<file path="src/rtl/pdu_dmem_burst_if.sv">
// Command, write/read stream and data-memory port bundle for the PDU burst engine.
// The engine takes the slave view; the PDU command logic and memory take the master view.
interface pdu_dmem_burst_if #(
    parameter int DEPTH = 12,
    parameter int LEN_W = 12
);
    logic             cmd_valid;
    logic             cmd_ready;
    logic             cmd_write;
    logic [DEPTH-1:0] cmd_addr;
    logic [LEN_W-1:0] cmd_len;
    logic             wr_valid;
    logic             wr_ready;
    logic [31:0]      wr_data;
    logic             rd_valid;
    logic             rd_ready;
    logic [31:0]      rd_data;
    logic             busy;
    logic             done;
    logic [DEPTH-1:0] mem_addr;
    logic [31:0]      mem_wdata;
    logic             mem_we;
    logic [31:0]      mem_rdata;

    modport slave (
        input  cmd_valid, cmd_write, cmd_addr, cmd_len,
        input  wr_valid, wr_data, rd_ready, mem_rdata,
        output cmd_ready, wr_ready, rd_valid, rd_data,
        output busy, done, mem_addr, mem_wdata, mem_we
    );

    modport master (
        output cmd_valid, cmd_write, cmd_addr, cmd_len,
        output wr_valid, wr_data, rd_ready, mem_rdata,
        input  cmd_ready, wr_ready, rd_valid, rd_data,
        input  busy, done, mem_addr, mem_wdata, mem_we
    );
endinterface

</file>
<file path="src/rtl/pdu_dmem_burst.sv">
// Burst engine in front of the PDU data memory: word-by-word write/read bursts with
// a 2-entry read buffer that hides the memory's 1-cycle read latency and backpressure.
//
// state    | meaning
// ---------+----------------------------------------------------------
// ST_IDLE  | cmd_ready high, waiting for a burst command
// ST_WRITE | accepting write words, one memory write per handshake
// ST_READ  | issuing reads and returning words through the buffer
// ST_DONE  | one-cycle completion pulse, then back to ST_IDLE
module pdu_dmem_burst #(
    parameter int DEPTH = 12,
    parameter int LEN_W = 12
) (
    input  logic              sys_clk,
    input  logic              sys_rst_n,
    pdu_dmem_burst_if.slave   bus
);

    typedef enum logic [1:0] {
        ST_IDLE  = 2'd0,
        ST_WRITE = 2'd1,
        ST_READ  = 2'd2,
        ST_DONE  = 2'd3
    } state_t;

    localparam logic [DEPTH-1:0] ADDR_ONE = 1;
    localparam logic [LEN_W:0]   LEN_ONE  = 1;

    state_t           state_q, state_d;
    logic [DEPTH-1:0] addr_q, addr_d;
    logic [LEN_W:0]   remain_q, remain_d;
    logic [LEN_W:0]   issued_left_q, issued_left_d;
    logic             inflight_q, inflight_d;

    logic [31:0]      fifo_q [2];
    logic             wr_ptr_q, rd_ptr_q;
    logic [1:0]       fifo_cnt_q;

    logic [2:0]       occ;
    logic             rd_valid_int;
    logic [31:0]      head;
    logic             rd_hs, fifo_pop, push, issue, last_pop;

    // Words in flight count against buffer space so a stalled consumer never overflows it.
    // With an empty buffer the returning memory word is presented directly (bypass).
    always_comb begin
        occ          = {1'b0, fifo_cnt_q} + {2'b00, inflight_q};
        rd_valid_int = (state_q == ST_READ) && ((fifo_cnt_q != 2'd0) || inflight_q);
        head         = (fifo_cnt_q != 2'd0) ? fifo_q[rd_ptr_q] : bus.mem_rdata;
        rd_hs        = rd_valid_int && bus.rd_ready;
        fifo_pop     = rd_hs && (fifo_cnt_q != 2'd0);
        push         = inflight_q && !(rd_hs && (fifo_cnt_q == 2'd0));
        issue        = (state_q == ST_READ) && (issued_left_q != '0) && (occ < 3'd2);
        last_pop     = rd_hs && (issued_left_q == '0) && (occ == 3'd1);
    end

    always_comb begin
        state_d       = state_q;
        addr_d        = addr_q;
        remain_d      = remain_q;
        issued_left_d = issued_left_q;
        inflight_d    = 1'b0;
        bus.cmd_ready = 1'b0;
        bus.wr_ready  = 1'b0;
        bus.mem_we    = 1'b0;
        bus.mem_wdata = '0;
        bus.done      = 1'b0;
        bus.busy      = 1'b1;
        unique case (state_q)
            ST_IDLE: begin
                bus.cmd_ready = 1'b1;
                bus.busy      = 1'b0;
                if (bus.cmd_valid) begin
                    addr_d        = bus.cmd_addr;
                    remain_d      = {1'b0, bus.cmd_len};
                    issued_left_d = {1'b0, bus.cmd_len} + LEN_ONE;
                    state_d       = bus.cmd_write ? ST_WRITE : ST_READ;
                end
            end
            ST_WRITE: begin
                bus.wr_ready  = 1'b1;
                bus.mem_we    = bus.wr_valid;
                bus.mem_wdata = bus.wr_data;
                if (bus.wr_valid) begin
                    addr_d = addr_q + ADDR_ONE;
                    if (remain_q == '0) begin
                        state_d = ST_DONE;
                    end else begin
                        remain_d = remain_q - LEN_ONE;
                    end
                end
            end
            ST_READ: begin
                if (issue) begin
                    addr_d        = addr_q + ADDR_ONE;
                    issued_left_d = issued_left_q - LEN_ONE;
                    inflight_d    = 1'b1;
                end
                if (last_pop) begin
                    state_d = ST_DONE;
                end
            end
            ST_DONE: begin
                bus.done = 1'b1;
                state_d  = ST_IDLE;
            end
            default: state_d = ST_IDLE;
        endcase
    end

    assign bus.mem_addr = addr_q;
    assign bus.rd_valid = rd_valid_int;
    assign bus.rd_data  = rd_valid_int ? head : '0;

    always_ff @(posedge sys_clk or negedge sys_rst_n) begin
        if (!sys_rst_n) begin
            state_q       <= ST_IDLE;
            addr_q        <= '0;
            remain_q      <= '0;
            issued_left_q <= '0;
            inflight_q    <= 1'b0;
            fifo_q[0]     <= '0;
            fifo_q[1]     <= '0;
            wr_ptr_q      <= 1'b0;
            rd_ptr_q      <= 1'b0;
            fifo_cnt_q    <= 2'd0;
        end else begin
            state_q       <= state_d;
            addr_q        <= addr_d;
            remain_q      <= remain_d;
            issued_left_q <= issued_left_d;
            inflight_q    <= inflight_d;
            if (push) begin
                fifo_q[wr_ptr_q] <= bus.mem_rdata;
                wr_ptr_q         <= ~wr_ptr_q;
            end
            if (fifo_pop) begin
                rd_ptr_q <= ~rd_ptr_q;
            end
            fifo_cnt_q <= fifo_cnt_q + {1'b0, push} - {1'b0, fifo_pop};
        end
    end

endmodule

</file>
<file path="src/flat_wrapper.sv">
// flat-port wrapper written by rule: the top's interface ports become plain ports
module pdu_dmem_burst_flat 
#(
    parameter int DEPTH = 12,
    parameter int LEN_W = 12
)
  (sys_clk, sys_rst_n, bus_cmd_valid, bus_cmd_write, bus_cmd_addr, bus_cmd_len, bus_wr_valid, bus_wr_data, bus_rd_ready, bus_mem_rdata, bus_cmd_ready, bus_wr_ready, bus_rd_valid, bus_rd_data, bus_busy, bus_done, bus_mem_addr, bus_mem_wdata, bus_mem_we);
  pdu_dmem_burst_if #(.DEPTH(DEPTH), .LEN_W(LEN_W)) bus_i ();
  input  logic sys_clk;
  input  logic sys_rst_n;
  input wire logic [$bits(bus_i.cmd_valid)-1:0] bus_cmd_valid;
  input wire logic [$bits(bus_i.cmd_write)-1:0] bus_cmd_write;
  input wire logic [$bits(bus_i.cmd_addr)-1:0] bus_cmd_addr;
  input wire logic [$bits(bus_i.cmd_len)-1:0] bus_cmd_len;
  input wire logic [$bits(bus_i.wr_valid)-1:0] bus_wr_valid;
  input wire logic [$bits(bus_i.wr_data)-1:0] bus_wr_data;
  input wire logic [$bits(bus_i.rd_ready)-1:0] bus_rd_ready;
  input wire logic [$bits(bus_i.mem_rdata)-1:0] bus_mem_rdata;
  output wire logic [$bits(bus_i.cmd_ready)-1:0] bus_cmd_ready;
  output wire logic [$bits(bus_i.wr_ready)-1:0] bus_wr_ready;
  output wire logic [$bits(bus_i.rd_valid)-1:0] bus_rd_valid;
  output wire logic [$bits(bus_i.rd_data)-1:0] bus_rd_data;
  output wire logic [$bits(bus_i.busy)-1:0] bus_busy;
  output wire logic [$bits(bus_i.done)-1:0] bus_done;
  output wire logic [$bits(bus_i.mem_addr)-1:0] bus_mem_addr;
  output wire logic [$bits(bus_i.mem_wdata)-1:0] bus_mem_wdata;
  output wire logic [$bits(bus_i.mem_we)-1:0] bus_mem_we;
  assign bus_i.cmd_valid = bus_cmd_valid;
  assign bus_i.cmd_write = bus_cmd_write;
  assign bus_i.cmd_addr = bus_cmd_addr;
  assign bus_i.cmd_len = bus_cmd_len;
  assign bus_i.wr_valid = bus_wr_valid;
  assign bus_i.wr_data = bus_wr_data;
  assign bus_i.rd_ready = bus_rd_ready;
  assign bus_i.mem_rdata = bus_mem_rdata;
  assign bus_cmd_ready = bus_i.cmd_ready;
  assign bus_wr_ready = bus_i.wr_ready;
  assign bus_rd_valid = bus_i.rd_valid;
  assign bus_rd_data = bus_i.rd_data;
  assign bus_busy = bus_i.busy;
  assign bus_done = bus_i.done;
  assign bus_mem_addr = bus_i.mem_addr;
  assign bus_mem_wdata = bus_i.mem_wdata;
  assign bus_mem_we = bus_i.mem_we;
  pdu_dmem_burst #(.DEPTH(DEPTH), .LEN_W(LEN_W)) u_core (.sys_clk(sys_clk), .sys_rst_n(sys_rst_n), .bus(bus_i));
endmodule
</file>
<file path="config.mk">
export PLATFORM = sky130hd
export DESIGN_NAME = pdu_dmem_burst_flat
export DESIGN_NICKNAME = d
export VERILOG_FILES = /design/src/rtl/pdu_dmem_burst_if.sv /design/src/rtl/pdu_dmem_burst.sv /design/src/flat_wrapper.sv
export SDC_FILE = /design/constraint.sdc
export NUM_CORES = 1
export LEC_CHECK = 0
export CAP_MARGIN = 0
export CELL_PAD_IN_SITES_DETAIL_PLACEMENT = 0
export CELL_PAD_IN_SITES_GLOBAL_PLACEMENT = 1
export CORE_MARGIN = 8
export CORE_UTILIZATION = 37
export DETAILED_ROUTE_END_ITERATION = 12
export HOLD_SLACK_MARGIN = 0.03
export PLACE_DENSITY = 0.83
export SLEW_MARGIN = 20
export SYNTH_ARGS = -nofsm -noshare
export SYNTH_HDL_FRONTEND = slang
export SYNTH_SLANG_ARGS = --single-unit
export TNS_END_PERCENT = 100
</file>
<file path="constraint.sdc">
create_clock -name sys_clk -period 2.8 [get_ports sys_clk]
set_input_delay 0.56 -clock sys_clk [delete_from_list [all_inputs] [get_ports sys_clk]]
set_output_delay 0.56 -clock sys_clk [all_outputs]
set_load 0.05 [all_outputs]
</file>
; ---- Word level (Yosys, flattened, before mapping)
; Index checks and enable logic that the tools add are counted.
[op_classes]
addsub = 7
magnitude_cmp = 4
n_eq_ne = 10
n_mux = 33
bitwise_logic = 4
reduce_logical = 25
[op_table]
columns = cell, count
row1 = $mux W32, 7
row2 = $mux W13, 5
row3 = $bwmux W64, 1
row4 = $pmux W13 S2, 2
row5 = $mux W12, 3
row6 = $pmux W12 S3, 1
row7 = $demux W32 S1, 1
row8 = $logic_not A13 Y1, 2
row9 = $sub A13 B1 Y13 const B, 2
row10 = $add A12 B1 Y13 const B, 1
row11 = $reduce_bool A13 Y1, 1
row12 = $add A12 B1 Y12 const B, 1
row13 = $reduce_and A4 Y1, 3
row14 = $logic_and A1 B1 Y1, 10
row15 = $mux W2, 5
row16 = $pmux W2 S4, 1
row17 = $mux W1, 7
row18 = $ne A2 B1 Y1 const B, 3
row19 = $ne A2 B2 Y1 const B, 3
row20 = $reduce_bool A2 Y1, 3
row21 = $eq A2 B2 Y1 const B, 2
row22 = $ge A2 B2 Y1 const B, 2
row23 = $logic_not A2 Y1, 2
row24 = $not A1 Y2, 2
row25 = other kinds (12), 13
[word_totals]
register_bits = 109
in_bits = 94
out_inout_bits = 82
word_cells = 93

; ---- Logic depth before layout (Yosys ltp)
; Gate-level depths: netlist of the first run.
[depth]
word_depth = 9
mapped_depth = 10
mapped_depth_nobuf = 9

; ---- Worst setup path after synthesis of the first run
; Ideal clock, no wire load.
[synth_timing]
path_kind = register -> output
from = register u_core.state_q[0]
to = output port bus_rd_data[22]
arrival_time_ns = 2.403
t_required_ns = 2.240
path_slack_ns = -0.163
stages_incl_launch_ff = 7
path_buffers = 2
path_cell_list = dfrtp_1 > inv_1 > ha_1 > clkbuf_1 > o21ai_1 > clkbuf_1 > a211oi_1
[synth_via]
elab_chain_len = 3
[synth_rtl]
columns = item, line_no
row1 = start: declaration, pdu_dmem_burst.sv:29  ; state_t state_q, state_d;
row2 = start signal: assignment, pdu_dmem_burst.sv:128  ; state_q <= state_d;
row3 = $eq A2 B2 Y1, pdu_dmem_burst.sv:48  ; rd_valid_int = (state_q == ST_READ) && ((fifo_cnt_q != 2'd0) || inflight_q);
row4 = $logic_and A1 B1 Y1, pdu_dmem_burst.sv:48
row5 = $mux W32, pdu_dmem_burst.sv:113  ; assign bus.rd_data = rd_valid_int ? head : '0;
row6 = end: declaration, flat_wrapper.sv:22  ; output wire logic [$bits(bus_i.rd_data)-1:0] bus_rd_data;
; No other way between the ends.

; ---- Final worst setup path of the first run
[layout_timing]
from = register u_core.state_q[0]
to = output port bus_rd_data[10]
; Same word-level chain as after synthesis.

==> impl_summary.md, run 1 <==
GRT
The first global-routing pass estimated 30300 µm of wire. The pin count of the biggest net entering global routing is 48. Global routing consumed, over all layers together, 16.65% of the routing resources. The overflow left after global routing is 0.

The number of antenna violations at the first check in global routing is 0. The via count of the first global-routing pass is 5834.

Worst setup path
The critical path class is reg2out. The depth of the most critical reg-to-reg path is 5. Data on the critical path arrives at its endpoint at 2.19 ns.

The origin of the critical flop-to-flop path is u_core.issued_left_q[9]. STA classifies the critical path startpoint as a flop. The critical path endpoint is bus_rd_data[10]. At the worst endpoint, the required time is 2.24 ns.

The capturing element type of the critical path is a primary output. Tracing the worst setup path back leads to its startpoint at u_core.state_q[0]. The reg-to-reg setup timing slack is 0.26 ns. In this run the worst path has a maximum fanout of 11. The critical register-to-register path endpoint is u_core.issued_left_q[1].

Timing
Setup repair after global routing could not meet its margin everywhere. The post-route minimum period is 2.746 ns. At the pin with the least slew margin, the transition time is 0.7591 ns. Clock skew on the completed layout was measured at 0.01086 ns. The final count of pins violating max slew is 0. The headroom to the max-slew limit is 49.06%. Across all hold checks on the routed design, the worst slack comes to 0.2065 ns.

The worst path uses 98.09% of the clock period. The final-report hold violation count was 0. For the final routed database, the setup TNS stands at 0 ns. The final count of negative-setup-slack endpoints is 0. For this run, the top clock speed supported by timing is 364.1 MHz.

Placement
The final weighted congestion in routability-driven placement is 0.8975. The number of placed instances, taps included, is 1063. The number of port buffers is 175.

The half-perimeter wire length after detailed placement is 14010 µm.

Die
The die is 149.7 µm wide. The vertical die dimension is 149.7 µm. The die covers 0.02240 mm². The number of ports placed on the die boundary is 176.

The area of the core is 0.01772 mm². The site row count is 49. The starting density of the core is 37.31%.

Clock network
The number of buffers inserted to repair setup after CTS is 0. The maximum buffer depth of the clock tree is 2. The clock transition at the registers of the reported paths is 0.07 ns. The number of buffers inserted during clock tree synthesis is 9. The clock tree root buffer cell is clkbuf_16.

The later-pin clock latency in the skew report is 0.35 ns. The H-tree was split into 3 levels. TritonCTS built the clock tree. For this design, the CTS-stage hold fixing added 0 buffers. The sink count of the clock tree is 109.

Status
The run finished with clean final reports.

Yosys
Synthesis instantiated 65 different standard cells from the library. In this run the cell area of the synthesized design comes to 0.006610 mm². Counting flops and latches in the post-synthesis netlist gives 109. Among all flip-flop cells after synthesis, the most frequent one is dfrtp_1. The number of nets handed over by synthesis was 781. The share of synthesized flip-flops with an asynchronous set or reset is 100.0%.

During synthesis, Yosys emitted a total of 0 warnings. After synthesis, flip-flops and latches occupy 41.26% of the total area. Counting every instance in the synthesized netlist gives 671.

The synthesized design contains 0 enable-type register cells. The mean area per synthesized cell is 9.851 µm².

Cells and area
The final cell count without fillers is 1079. The number of antenna diodes in the final layout is 0. The final layout contains 955 nets. Leaving out fill and tap cells, the most frequent cells in the layout are dfrtp_1 (108), clkdlybuf4s50_1 (107), buf_12 (71).

In the final layout, the multi-input gates occupy 0.003729 mm². Of the cells placed in the final design, the portion with a size suffix greater than 1 is 24.94%. The total area of sequential cells is 0.002731 mm².

The most common library cell in the layout ignoring fill and taps is dfrtp_1. Cells fill 55.26% of the core in the end. The synthesis-to-layout area growth is 48.12%. The filler cells instantiated in the layout total 1544.

Power
VDD sags by at most 710.2 µV. The final total power is 11.83 mW. The leakage power figure is 4.029 nW. Power spread over the standard cell area amounts to 1208 mW/mm².

Run
The max-capacitance violation count is 0.

Route
The detailed-route wire length is 18740 µm. The mean number of vias per cell is 5.416. The total number of vias is 5844. The routed length per instance is 17.37 µm.

Once detail routing completed, the nets flagged for antenna violations numbered 0. The pre-antenna-repair detailed-routing pass consisted of 5 iterations. The DRC violation count after routing is 0. The iteration-0 DRC count of the detailed router is 382.

Hold path
The worst hold path belongs to the class in2async.
[per-stage QoR]
stage	area [µm²]	setup slack, ns
2_1_floorplan	6610	-0.1634
3_3_place_gp	9418	0.1033
3_5_place_dp	9422	0.2802
4_1_cts	9721	0.04295
5_1_grt	9791	-0.08970
6_report	9791	0.05358
[synth_stat cells (all sizes together) (13+ instances only)]
master	n	area (µm²)
inv	19	71.32
and2	36	225.2
nor3	13	65.06
mux2	64	720.7
mux2i	36	360.4
nand2	41	153.9
clkbuf	29	108.9
nor2	55	206.5
a21oi	23	118.9
nand3	20	100.1
a211oi	36	285.3
dfrtp	109	2728
o21ai	32	175.2
ha	16	200.2
o22ai	13	81.33
[cell type report]
cell class | count | area share [%]
clock buffer | 9 | 2.300
clock inverter | 7 | 0.7284
inverter | 20 | 0.7668
multi-input combinational | 503 | 38.08
sequential | 109 | 27.90
tap | 229 | 2.927
timing repair buffer | 202 | 27.30
[flip-flops by register name, summed over array words and instances (netlist names)]
name,cells
u_core.bus.mem_addr,12
u_core.fifo_cnt_q,2
u_core.fifo_q,64
u_core.inflight_q,1
u_core.issued_left_q,13
u_core.rd_ptr_q,1
u_core.remain_q,13
u_core.state_q,2
u_core.wr_ptr_q,1
[report_power, final]
group	switching (mW)	total, mW	internal [mW]
logic	4.07	7.41	3.34
registers	0.759	3.15	2.39
clock network	0.640	1.27	0.633
[worst min path at each step]
stage,start,end,slack [ns],cells past startpoint
2_1_floorplan,sys_rst_n,u_core.bus.mem_addr[0],0.26,0
3_3_place_gp,u_core.fifo_q[15],u_core.fifo_q[15],0.49,1
3_5_place_dp,u_core.fifo_q[19],u_core.fifo_q[19],0.49,1
4_1_cts,sys_rst_n,u_core.fifo_q[28],0.23,1
5_1_grt,sys_rst_n,u_core.fifo_q[28],0.24,1
6_report,sys_rst_n,u_core.fifo_q[28],0.21,1
[cell families after synthesis]
group                    synth area share [%]
AO/OA/AOI/OAI                           16.41
multiplexers                            16.35
flip-flops                              41.26
AND/OR/NAND/NOR                         17.64
buffers and inverters                   3.577
adder cells (fa/ha/maj)                 3.029
XOR/XNOR                                1.723
[routing by layer]
metal  routed length [µm]  vias up  global-route usage (%)
met1                 8447     2832                   22.00
met4                  214        0                   4.298
met3                 1358       17                   4.596
met5                    0        -                       0
li1                     -     2814                       -
met2                 8723      181                   26.37
[critical path: stages, from the launching register on]
cell      delay [ns]
dfrtp_1         0.43
inv_1           0.10
ha_1            0.29
o21ai_2         0.20
buf_4           0.23
a211oi_1        0.39
buf_12          0.20
[what timing repair did]
item,CTS,global route
gates cloned,0,0
setup endpoints to repair,16,17
gates resized for setup,1,14
Power figures use the tool's default switching activity.
==> inputs of run 2 (changes only) <==
- CORE_UTILIZATION: 37 -> 30
- PLACE_DENSITY: 0.83 -> 0.7
==> run 2 against run 1 <==
Net effect:
- global-route usage fell by 2.3 points
- count of clock-buffer cells in the layout did not move
- first-iteration DRC count fell by 20%
- clock skew fell by 0.0016 ns
- worst hold slack improved by 0.036 ns
- total power fell by 0.83%
- non-clock buffer count fell by 2
- design area fell by 0.15%
- sequential share of layout area barely moved
- sequential cell count did not move
- largest cell class unchanged
==> impl_summary.md, run 2 (same netlist as run 1, synthesis figures left out) <==
Status
The flow ran to the end, and the final reports show no timing, DRC or antenna violations.

Die
The number of ports placed on the die boundary was 176 (unchanged). The area of the core is 0.02176 mm² (+23%). The vertical die dimension is 164.4 µm (+9.9%). The area of the die is 0.02704 mm² (+21%). The die width came to 164.4 µm (+9.9%). The site row count is 54 (+10%). The starting density of the core is 30.38% (-6.9 points).

Clock network
The number of buffers inserted during clock tree synthesis came to 9 (unchanged). The clock transition at the registers of the reported paths was 0.08 ns (about the same). The sink count of the clock tree was 109 (unchanged).

The maximum buffer depth of the clock tree is 2 (unchanged). The later-pin clock latency in the skew report is 0.36 ns (about the same). The H-tree depth was 3 (unchanged). The tree is rooted in a clkbuf_16. TritonCTS built the clock tree. The number of buffers inserted to repair setup after CTS is 0 (unchanged).

Placement
The final weighted congestion in routability-driven placement is 0.8481 (-5.5%). The number of port buffers came to 175 (unchanged). The total placed cells including tap cells was 1112 (+4.6%). The half-perimeter wire length after detailed placement is 14470 µm (+3.3%). The post-place setup slack was 0.2464 ns (-0.03384 ns).

Power
The share of total power in sequential cells is 26.2% (-0.4 points). The leakage power figure is 4.031 nW (about the same). The power per cell area came to 1200 mW/mm² (-0.68%).

The switching component of the power is 5.422 mW (-0.90%). The worst supply voltage drop on vdd is 612.1 µV (-14%). The fraction of power consumed by the clock network is 11.0% (+0.2 points). The fraction of power consumed by combinational cells was 62.7% (about the same). The internal power summed over all cells came to 6.311 mW (-0.77%). The switching fraction of total power is 46.21% (about the same).

Route
The number of optimization iterations in the first detailed-route pass is 4 (-1). The routed length per instance is 17.06 µm (-1.8%). The iteration-0 DRC count of the detailed router came to 305 (-20%).

The remaining antenna violation count is 0 (unchanged). The mean number of vias per cell came to 5.038 (-7.0%). The detailed-route wire length came to 19240 µm (+2.6%). The total number of vias came to 5683 (-2.8%). The DRC violation count after routing is 0 (unchanged).

Timing
The final count of negative-setup-slack endpoints is 0 (unchanged). The portion of the clock cycle consumed by the worst path in the final layout was 97.52% (-0.57 points). The final-report hold violation count came to 0 (unchanged). The final count of pins violating max slew was 0 (unchanged).

The final sum of negative setup slack was 0 ns (unchanged). The slew at the pin closest to its max-slew limit is 0.7834 ns (+0.02436 ns). The maximum clock rate was 366.2 MHz (+0.58%). The smallest setup slack after layout is 0.06941 ns (+0.01583 ns).

Setup repair after global routing could not meet its margin everywhere. The final worst hold slack is 0.2424 ns (+0.03591 ns). The maximum clock skew at final layout is 0.009262 ns (-0.001599 ns). The post-route minimum period came to 2.731 ns (-0.01583 ns). The headroom to the max-slew limit is 47.42% (-1.6 points).

Cells and area
In the layout the commonest cells are dfrtp_1 (108), clkdlybuf4s50_1 (105), buf_12 (71). The final antenna diode count is 0 (unchanged). The most common library cell in the layout ignoring fill and taps is dfrtp_1. The largest register by flop count is u_core.fifo_q. The number of nets in the finished design is 953 (-0.21%). The share of layout cells above drive strength 1 is 23.11% (-1.8 points). The filler cell count in the final layout came to 2066 (+34%). The number of flip-flops in the largest register is 64 (unchanged).

The utilization of the core after routing is 44.93% (-10 points). Relative to the synthesized area, the layout overhead comes to 47.89%. The final cell count without fillers is 1128 (+4.5%). The largest registers in the layout are u_core.fifo_q x64, u_core.issued_left_q x13, u_core.remain_q x13.

GRT
The wire length of the first global-routing pass is 31110 µm (+2.6%). The number of antenna violations at the first check in global routing is 0 (unchanged). The overflow left after global routing is 0 (unchanged).

The via count of the first global-routing pass is 5756 (-1.3%). The pin count of the biggest net entering global routing came to 65 (+35%). The global routing usage summed across all routing layers came to 14.34% (-2.3 points).

Worst setup path
The arrival time at the worst endpoint is 2.17 ns (-0.02 ns). The worst setup path is captured at a primary output. The critical path class is reg2out. The maximum net fanout on the critical path was 33 (+22). The required arrival time at the worst endpoint is 2.24 ns (about the same). The worst setup path is launched from a flop.

Run
The max-capacitance violation count is 0 (unchanged).

Hold path
The type of the worst min-delay path is in2async.
run 2: changes by cell type in the layout (fill, tap and decap cells not counted), sizes merged:
cell           previous run  this run
clkinv                    3         4
inv                      24        23
buf                      95        93
dlymetal6s2s              0         2
clkdlybuf4s50           107       105
run 2: routing by layer:
metal | vias up | wire length, µm | global-route usage (%)
met3 | 12 | 1324 | 3.664
met2 | 157 | 8740 | 22.22
met1 | 2701 | 8971 | 19.48
met4 | 0 | 204 | 3.931
li1 | 2813 | - | -
met5 | - | 0 | 0
run 2: timing repair:
| action | 4_1_cts | 5_1_grt |
|---|---|---|
| hold buffers | 0 | 0 |
| resized for setup | 0 | 3 |
| endpoints found under the setup margin | 0 | 16 |
run 2: area by class of cell:
type | count | area [µm²] | area share (%)
Multi-Input combinational cell | 503 | 3660 | 37.44
Inverter | 20 | 75.07 | 0.7680
Sequential cell | 109 | 2729 | 27.92
Timing Repair Buffer | 200 | 2663 | 27.24
Tap cell | 280 | 350.3 | 3.584
Clock buffer | 9 | 225.2 | 2.304
Clock inverter | 7 | 73.82 | 0.7552
run 2: worst paths after layout:
| kind | start | to | slack, ns | depth (start not counted) |
|---|---|---|---|---|
| max | u_core.state_q[0] | bus_rd_data[7] | 0.07 | 6 |
| min | sys_rst_n | u_core.fifo_q[55] | 0.24 | 1 |
| max in group asynchronous | sys_rst_n | u_core.fifo_q[19] | 1.81 | 2 |
| min in group sys_clk | u_core.fifo_q[16] | u_core.fifo_q[16] | 0.51 | 1 |
| max reg2reg | u_core.issued_left_q[9] | u_core.bus.mem_addr[4] | 0.26 | 5 |
| min reg2reg | u_core.fifo_q[16] | u_core.fifo_q[16] | 0.51 | 1 |
run 2: worst max-delay path, cell delays in order, from the launching register on:
cell      delay, ns
dfrtp_1        0.43
inv_1          0.10
ha_1           0.27
o21ai_2        0.08
buf_4          0.26
a211oi_1       0.45
buf_12         0.20
run 2: per-stage QoR:
step	power, mW	area [µm²]
after floorplan	7.640	6610
after global placement	10.45	9467
after detailed placement	10.55	9467
after CTS	11.88	9766
after global routing	12.55	9776
final	11.73	9776
run 2: power groups by stage:
stage / clock [mW] / combinational, mW / sequential [mW]
CTS: 1.35 / 7.46 / 3.08
global placement: 0 / 7.37 / 3.09
floorplan: 0 / 4.46 / 3.17
global route: 1.42 / 7.92 / 3.21
detailed placement: 0 / 7.44 / 3.11
finish: 1.30 / 7.36 / 3.08
==> RTL change, RTL diff (config.mk and constraints of run 2) <==
`DEPTH` is set to 12 in 3 places; all go to 11.
--- a/src/rtl/pdu_dmem_burst_if.sv
+++ b/src/rtl/pdu_dmem_burst_if.sv
@@ -1,7 +1,7 @@
 // Command, write/read stream and data-memory port bundle for the PDU burst engine.
 // The engine takes the slave view; the PDU command logic and memory take the master view.
 interface pdu_dmem_burst_if #(
-    parameter int DEPTH = 12,
+    parameter int DEPTH = 11,
     parameter int LEN_W = 12
 );
     logic             cmd_valid;
--- a/src/rtl/pdu_dmem_burst.sv
+++ b/src/rtl/pdu_dmem_burst.sv
@@ -8,7 +8,7 @@
 // ST_READ  | issuing reads and returning words through the buffer
 // ST_DONE  | one-cycle completion pulse, then back to ST_IDLE
 module pdu_dmem_burst #(
-    parameter int DEPTH = 12,
+    parameter int DEPTH = 11,
     parameter int LEN_W = 12
 ) (
     input  logic              sys_clk,
--- a/src/flat_wrapper.sv
+++ b/src/flat_wrapper.sv
@@ -1,7 +1,7 @@
 // flat-port wrapper written by rule: the top's interface ports become plain ports
 module pdu_dmem_burst_flat 
 #(
-    parameter int DEPTH = 12,
+    parameter int DEPTH = 11,
     parameter int LEN_W = 12
 )
   (sys_clk, sys_rst_n, bus_cmd_valid, bus_cmd_write, bus_cmd_addr, bus_cmd_len, bus_wr_valid, bus_wr_data, bus_rd_ready, bus_mem_rdata, bus_cmd_ready, bus_wr_ready, bus_rd_valid, bus_rd_data, bus_busy, bus_done, bus_mem_addr, bus_mem_wdata, bus_mem_we);
Interface: changed (resized bus_cmd_addr and bus_mem_addr); port bits go from 176 to 174. The function was not compared with the original's and may differ.
==> RTL change against run 2 <==
  * Worst setup slack better by 0.11 ns
  * Design area up 0.22%
  * Maximum frequency increased by 4.2%
  * Hold slack got worse by 0.048 ns
  * Wire length down 5.6%
  * First-iteration DRC count shrank 28%
  * Power is 2.6% higher
  * Synthesized cell count fell by 1.5%
  * Global-route usage down 0.27 points
  * Sequential cell count down 1
  * Non-clock buffer count down 4
  * Synthesized area is 1.6% lower
  * Critical path type unchanged
  * Critical endpoint is now bus_rd_data[14]
  * Highest routed layer unchanged
==> RTL change: results (changes against run 2) <==
- GR Util met3: 0.0519 (+0.0153)
- WL per Instance: 16.3 um (-4.2%)
- Avg Synthesized Cell Area: 9.84 sq um (-0.12%)
- Unique cell type count in the Yosys netlist: 58 (-11%)
- Initial drt markers: 219 (-28%)
- RD Place Congestion: 0.781 (-7.9%)
- Vias per cell: 5.06 (+0.49%)
- WP data arrival: 2.06 ns (-0.11 ns)
- Flop2flop setup slack: 0.36 ns (+0.10 ns)
- Top cells by area, synth: dfrtp_1, mux2_2, mux2i_1, a211oi_1, nor2_1
- Nets: 935 (-1.9%)
- Synth cell count leaders: dfrtp_1, mux2_2, nor2_1
- Post-CTS sizing: 3 (+3)
- LEAKAGE: 0.00396 uW (-1.8%)
- All-layer global routing usage: 0.141 (-0.00268)
- Sequential share of the synthesized area: 0.416 (+0.00290)
- Vias in the first global route: 5,985 (+4.0%)
- Max Clk Rate: 382 MHz (+4.2%)
- Largest net degree at the start of global routing: 49 (-25%)
- I/O Buffers: 173 (-1.1%)
- Met1 Usage GRT: 0.180 (-0.0151)
- Fin cells: 1,111 (-1.5%)
- First-pass GRT wire length: 30.7 mm (-1.4%)
- DP HPWL: 13.6 mm (-5.7%)
- Status: completed
- Crit-path slowest cell: dfrtp_1
- Worst VDD drop: 0.844 mV (+38%)
- Syn Nets: 770 (-1.4%)
- GRT met2 Usage: 0.219 (-0.00359)
- Internal power: 6460 uW (+2.4%)
- Dpl ws: 0.150 ns (-0.0962 ns)
- Worst-Margin Slew: 0.995 ns (+0.211 ns)
- R2r endpoint: u_core.issued_left_q[12]
- Cell depth of the worst flop-to-flop path: 7 (+2)
- RR Startpoint: u_core.state_q[0]
## RTL change: per-stage QoR
stage / instance area (sq um) / hold slack, ns / setup TNS [ns]
2_1_floorplan: 6600 / 0.264 / -1.75
3_3_place_gp: 9410 / 0.479 / 0
3_5_place_dp: 9410 / 0.487 / 0
4_1_cts: 9740 / 0.216 / -0.0512
5_1_grt: 9800 / 0.259 / 0
6_report: 9800 / 0.195 / 0
## RTL change: per-layer routing
layer | up-vias | share of wire
met3 | 15 | 0.090
met1 | 2702 | 0.47
met2 | 165 | 0.43
li1 | 2743 | -
met5 | - | 0
met4 | 0 | 0.011
## RTL change: kinds of logic (layout without fill, tap and decap cells)
family | count (synthesis) | after routing | synth area share
buffers and inverters | 62 | 232 | 0.0402
flip-flops | 108 | 108 | 0.416
XOR/XNOR | 14 | 14 | 0.0189
adder cells (fa/ha/maj) | 16 | 16 | 0.0308
AND/OR/NAND/NOR | 228 | 228 | 0.178
AO/OA/AOI/OAI | 127 | 127 | 0.141
multiplexers | 106 | 106 | 0.175
## RTL change: final cells by class
type	instances	area, sq um
Multi-Input combinational cell	491	3720
Timing Repair Buffer	196	2640
Clock inverter	7	83.8
Tap cell	280	350
Clock buffer	9	225
Fill cell	2072	11800
Sequential cell	108	2700
Inverter	20	75.1
## RTL change: power groups by stage
stage	Clock, uW	Combinational, uW	Sequential, uW
after floorplan	0	4720	3100
after global placement	0	7650	2990
after detailed placement	0	7720	3000
after CTS	1390	7760	2980
after global routing	1440	8360	3100
final	1320	7740	2980
## RTL change: worst max path at each step
stage                       from                end  cells past startpoint
6_report       u_core.state_q[0]    bus_rd_data[14]                      7
5_1_grt        u_core.state_q[0]    bus_rd_data[14]                      7
4_1_cts        u_core.state_q[0]    bus_rd_data[20]                      7
3_5_place_dp        bus_rd_ready  u_core.fifo_q[55]                      6
3_3_place_gp        bus_rd_ready  u_core.fifo_q[36]                      6
2_1_floorplan    u_core.rd_ptr_q    bus_rd_data[17]                      4
